## src/rtl/mips_pkg.sv

```systemverilog
// Shared types for the instruction memory path.
// Loader state encoding and memory geometry.
package mips_pkg;

  localparam int IMEM_ADDR_W = 6;
  localparam int INSTR_W     = 32;

  typedef enum logic [2:0] {
    LD_IDLE,
    LD_LEN,
    LD_DATA,
    LD_CSUM,
    LD_DONE,
    LD_ERR
  } ld_state_t;

endpackage

```

## src/rtl/imem_loader_byte_packer.sv

```systemverilog
// Packs four accepted bytes into one little-endian word.
// Emits the word combinationally with the 4th byte.
import mips_pkg::*;

module byte_packer (
  input  logic               clk,
  input  logic               rst,
  input  logic               clear,
  input  logic               accept,
  input  logic [7:0]         data,
  output logic               word_valid,
  output logic [INSTR_W-1:0] word
);

  logic [1:0]  lane;
  logic [23:0] shreg;

  always_ff @(posedge clk or posedge rst) begin
    if (rst) begin
      lane  <= '0;
      shreg <= '0;
    end else if (clear) begin
      lane  <= '0;
      shreg <= '0;
    end else if (accept) begin
      lane  <= lane + 2'd1;
      shreg <= {data, shreg[23:8]};
    end
  end

  assign word_valid = accept && (lane == 2'd3);
  assign word       = {data, shreg};

endmodule

```

## src/rtl/imem_loader.sv

```systemverilog
// Byte-stream image loader for imem with length/checksum framing.
// Holds the core until a clean image has been written.
import mips_pkg::*;

module imem_loader #(
  parameter int ADDR_W  = IMEM_ADDR_W,
  parameter int TIMEOUT = 1024
) (
  input  logic              clk,
  input  logic              rst,
  input  logic              start,
  input  logic              rx_valid,
  input  logic [7:0]        rx_data,
  output logic              rx_ready,
  output logic              we,
  output logic [ADDR_W-1:0] waddr,
  output logic [31:0]       wdata,
  output logic              cpu_hold,
  output logic              done,
  output logic              err
);

  localparam int TW = $clog2(TIMEOUT);

  ld_state_t         state, state_n;
  logic [ADDR_W:0]   len_q, word_idx;
  logic [7:0]        sum;
  logic [TW-1:0]     timer;
  logic              accept, data_acc, enter_len;
  logic              tmo, len_ok, last_word;
  logic              word_valid;
  logic [31:0]       word;

  assign accept    = rx_valid && rx_ready;
  assign data_acc  = accept && (state == LD_DATA);
  assign tmo       = (timer == TW'(TIMEOUT - 1));
  assign len_ok    = (rx_data != 8'd0) &&
                     (32'(rx_data) <= 32'(1 << ADDR_W));
  assign last_word = (word_idx == len_q - 1'b1);
  assign enter_len = (state_n == LD_LEN) && (state != LD_LEN);

  byte_packer u_packer (
    .clk        (clk),
    .rst        (rst),
    .clear      (enter_len),
    .accept     (data_acc),
    .data       (rx_data),
    .word_valid (word_valid),
    .word       (word)
  );

  always_comb begin
    state_n = state;
    unique case (state)
      LD_IDLE: if (start) state_n = LD_LEN;
      LD_LEN: begin
        if (accept)   state_n = len_ok ? LD_DATA : LD_ERR;
        else if (tmo) state_n = LD_ERR;
      end
      LD_DATA: begin
        if (word_valid && last_word) state_n = LD_CSUM;
        else if (!accept && tmo)     state_n = LD_ERR;
      end
      LD_CSUM: begin
        if (accept)
          state_n = (8'(sum + rx_data) == 8'd0) ? LD_DONE : LD_ERR;
        else if (tmo)
          state_n = LD_ERR;
      end
      LD_DONE, LD_ERR: if (start) state_n = LD_LEN;
      default: state_n = LD_IDLE;
    endcase
  end

  // Status outputs are registered from the next state so they move with it.
  always_ff @(posedge clk or posedge rst) begin
    if (rst) begin
      state    <= LD_IDLE;
      rx_ready <= 1'b0;
      cpu_hold <= 1'b1;
      done     <= 1'b0;
      err      <= 1'b0;
    end else begin
      state    <= state_n;
      rx_ready <= (state_n == LD_LEN) || (state_n == LD_DATA) ||
                  (state_n == LD_CSUM);
      cpu_hold <= (state_n != LD_DONE);
      done     <= (state_n == LD_DONE);
      err      <= (state_n == LD_ERR);
    end
  end

  always_ff @(posedge clk or posedge rst) begin
    if (rst) begin
      len_q    <= '0;
      word_idx <= '0;
      sum      <= '0;
      timer    <= '0;
    end else begin
      if (state == LD_LEN && accept)
        len_q <= rx_data[ADDR_W:0];
      if (enter_len)
        word_idx <= '0;
      else if (word_valid)
        word_idx <= word_idx + 1'b1;
      if (enter_len)
        sum <= '0;
      else if (data_acc)
        sum <= sum + rx_data;
      if (enter_len || accept)
        timer <= '0;
      else if (rx_ready)
        timer <= timer + 1'b1;
    end
  end

  always_ff @(posedge clk or posedge rst) begin
    if (rst) begin
      we    <= 1'b0;
      waddr <= '0;
      wdata <= '0;
    end else begin
      we <= word_valid;
      if (word_valid) begin
        waddr <= word_idx[ADDR_W-1:0];
        wdata <= word;
      end
    end
  end

endmodule

```

## config.mk

```make
export PLATFORM = sky130hd
export DESIGN_NAME = imem_loader
export DESIGN_NICKNAME = d
export VERILOG_FILES = /design/src/rtl/mips_pkg.sv /design/src/rtl/imem_loader_byte_packer.sv /design/src/rtl/imem_loader.sv
export SDC_FILE = /design/constraint.sdc
export NUM_CORES = 1
export LEC_CHECK = 0
export CAP_MARGIN = 10
export CELL_PAD_IN_SITES_DETAIL_PLACEMENT = 0
export CELL_PAD_IN_SITES_GLOBAL_PLACEMENT = 1
export CORE_UTILIZATION = 45
export DETAILED_ROUTE_END_ITERATION = 16
export GPL_TIMING_DRIVEN = 0
export PLACE_DENSITY = 0.8
export SYNTH_ARGS = -nofsm -noshare
export SYNTH_HDL_FRONTEND = slang
export SYNTH_SLANG_ARGS = --single-unit
```

## constraint.sdc

```tcl
create_clock -name clk -period 4.5 [get_ports clk]
set_input_delay 0.675 -clock clk [delete_from_list [all_inputs] [get_ports clk]]
set_output_delay 0.675 -clock clk [all_outputs]
set_load 0.02 [all_outputs]
```

==> impl_metrics.yaml <==
outcome:
  outcome: "finished clean"
worst_setup_path:
  start_kind: "primary input"
  end_kind: "register"
  critPathSlowestCell: "clkdlybuf4s50_1"
  worstPathRequired_ns: 4.81
  crit_chain: "clkdlybuf4s50_1 > ha_1 > a211oi_1 > o21ai_0 > a221oi_1 > xor2_1 > or3_1 > a22oi_2"
  cp_max_fo: 6
  critPathMaxStageDelay_ns: 0.70
  worstSetupPathType: "in2reg"
  cp_top_family: "compound AO/OA/AOI/OAI gates"
  worstPathArrival_ns: 3.49
  cp_num_buf_inv: 1
logic_synthesis:
  synthArstFlopShare: 1.00
  synth_area_mm2: 0.00500
  synth-edff-count: 0
  synth_nets: 445
  ys_warn_count: 0
  syn_inst: 421
  avgSynthCellArea_um2: 11.9
  ys.flop_type: "dfrtp_1"
  synth.distinct_cells: 50
  ys_seq_area_frac: 0.521
  ys_seq_elements: 104
cells_and_area:
  final_common_cell: "dfrtp_1"
  diodes: 0
  finalInstanceArea_mm2: 0.00596
  area_growth_pct: 19.3
  final_cell_mix: "103 x dfrtp_1, 54 x clkdlybuf4s50_1, 49 x a21oi_1"
  nets: 511
  drive_gt1_frac: 0.183
  final.fill_count: 981
clock_network:
  cts_made_buffers: 9
  htree_levels: 3
  post_cts_buffers: 0
  clock-root-buffer: "clkbuf_8"
  post_cts_resized: 0
  clockBufferDepth: 2
  clkSinkCount: 104
  clk_pin_slew_ns: 0.11
  cts_hold_buf: 0
  clock_latency_ns: 0.39
  cts_tree: "done"
detailed_routing:
  dr_total_vias: 3466
  post_drt_wl_per_cell_um: 16.6
  firstDrtPassIters: 4
  ant_nets: 0
  drt_iter0_markers: 107
  drc: 0
  viasPerCell: 5.48
  wirelength_um: 10500
floorplan:
  dieArea_mm2: 0.0115
  core_mm2: 0.0108
  ios: 55
  die_x_um: 107
  die_h_um: 107
  initial_core_util: 0.461
  fp-row-count: 38
global_route:
  grt_remaining_overflow: 0
  grt_max_degree: 57
  grt_usage: 0.204
  antenna_found_initial: 0
  grt_first_pass_wirelength_um: 18100
  first_global_vias: 3552
timing:
  finalHoldViolCount: 0
  rsz0062_at_grt: "no"
  fin_crit_sh: 0.707
  max_freq_mhz: 314
  tns_ns: 0
  setup_viol: 0
  slew_viol_final: 0
  whs_ns: 0.515
  fin_crit_ns: 3.18
  tightestPinTransition_ns: 1.02
  fin_skew_ns: 0.0133
  slew_headroom: 0.312
placed_design:
  placed_cell_area_mm2: 0.00575
  port_buffers: 54
  dpl.hpwl_um: 7590
  gp_congestion: 0.823
run:
  maxCapViolations: 0
power:
  power_density_mw_per_mm2: 423
  vdd_drop_max_v: 0.000235
  leakagePower_nw: 2.87
  p_total_mw: 2.52
worst_hold_path:
  hp-class: "reg2reg"
[area by class of cell]
cell class / instances / area [µm²] / share of cell area
inverters: 10 / 40.0 / 0.00671
well taps: 140 / 175 / 0.0294
repair buffers: 55 / 568 / 0.0952
clock buffers: 9 / 124 / 0.0208
clock inverters: 7 / 93.8 / 0.0157
flip-flops and latches: 104 / 2600 / 0.437
plain buffers: 20 / 121 / 0.0203
multi-input cells: 287 / 2240 / 0.375
[sequential cells by signal, summed over array words and instances (netlist names)]
| register | flops |
|---|---|
| wdata | 32 |
| state | 3 |
| cpu_hold | 1 |
| done | 1 |
| len_q | 7 |
| u_packer.shreg | 24 |
| timer | 10 |
| err | 1 |
| we | 1 |
| word_idx | 7 |
| waddr | 6 |
| sum | 8 |
| u_packer.lane | 2 |
| rx_ready | 1 |
[logic make-up (layout without fill, tap and decap cells)]
logic type / Yosys count / after routing / synth area share
and+or+nand+nor: 79 / 79 / 0.0888
DFF: 104 / 104 / 0.521
muxes: 78 / 78 / 0.167
xor gates and xnor gates: 25 / 25 / 0.0438
buffers and inverters: 30 / 101 / 0.0318
AOI/OAI and AO/OA: 93 / 93 / 0.116
adders and majority gates: 12 / 12 / 0.0315
[worst register-to-register path, delay by kind of cell, from the launching register on]
kind,cells,cell delay (ns)
AOI/OAI and AO/OA,3,0.82
buffers and inverters,2,0.54
DFF,1,0.48
and+or+nand+nor,3,0.69
[per-layer routing]
layer	vias to the layer above	GRT usage	share of wire
met5	-	0	0
met4	0	0.0646	0.018
met3	18	0.0400	0.029
met2	63	0.317	0.46
met1	1730	0.287	0.49
li1	1655	-	-
[per-stage QoR]
stage | std cells | setup slack (ns) | util
2_1_floorplan | 421 | 1.09 | -
3_3_place_gp | 615 | -0.446 | 0.527
3_5_place_dp | 616 | 0.955 | 0.530
4_1_cts | 632 | 1.34 | 0.550
5_1_grt | 632 | 1.17 | 0.550
6_report | 632 | 1.32 | 0.550
[synth_stat cells (all sizes together) (3+ instances only)]
cell	number	area share
nor3	6	0.0060
nand2	10	0.0075
ha	11	0.028
nand4	8	0.010
a31oi	3	0.0038
a211oi	6	0.012
dfrtp	103	0.52
nor2	16	0.012
nand3	6	0.0060
nor3b	7	0.013
a21oi	52	0.054
clkbuf	4	0.0030
and3	8	0.010
nand2b	4	0.0050
xnor2	9	0.016
xor2	16	0.028
or4	4	0.0060
buf	16	0.021
a22oi	3	0.0055
mux2i	34	0.068
inv	10	0.0075
mux2	44	0.099
o21ai	16	0.016
[power by group]
group / internal [mW] / switching (mW) / leakage, nW
logic: 0.334 / 0.495 / 1.34
clock network: 0.230 / 0.380 / 0.108
registers: 1.01 / 0.0751 / 1.42
[final timing paths]
kind                            slack, ns       start                end  cells after the start
worst max-delay path                 1.32  rx_data[1]             sum[7]                      8
min in group asynchronous            0.73         rst          wdata[23]                      2
worst min register to register       0.51   wdata[16]          wdata[16]                      1
worst max register to register       1.86    state[1]             sum[7]                      8
max in group asynchronous            3.09         rst  u_packer.shreg[8]                      3
worst min-delay path                 0.51   wdata[16]          wdata[16]                      1
Note: power is estimated with default switching activity, not from simulation.
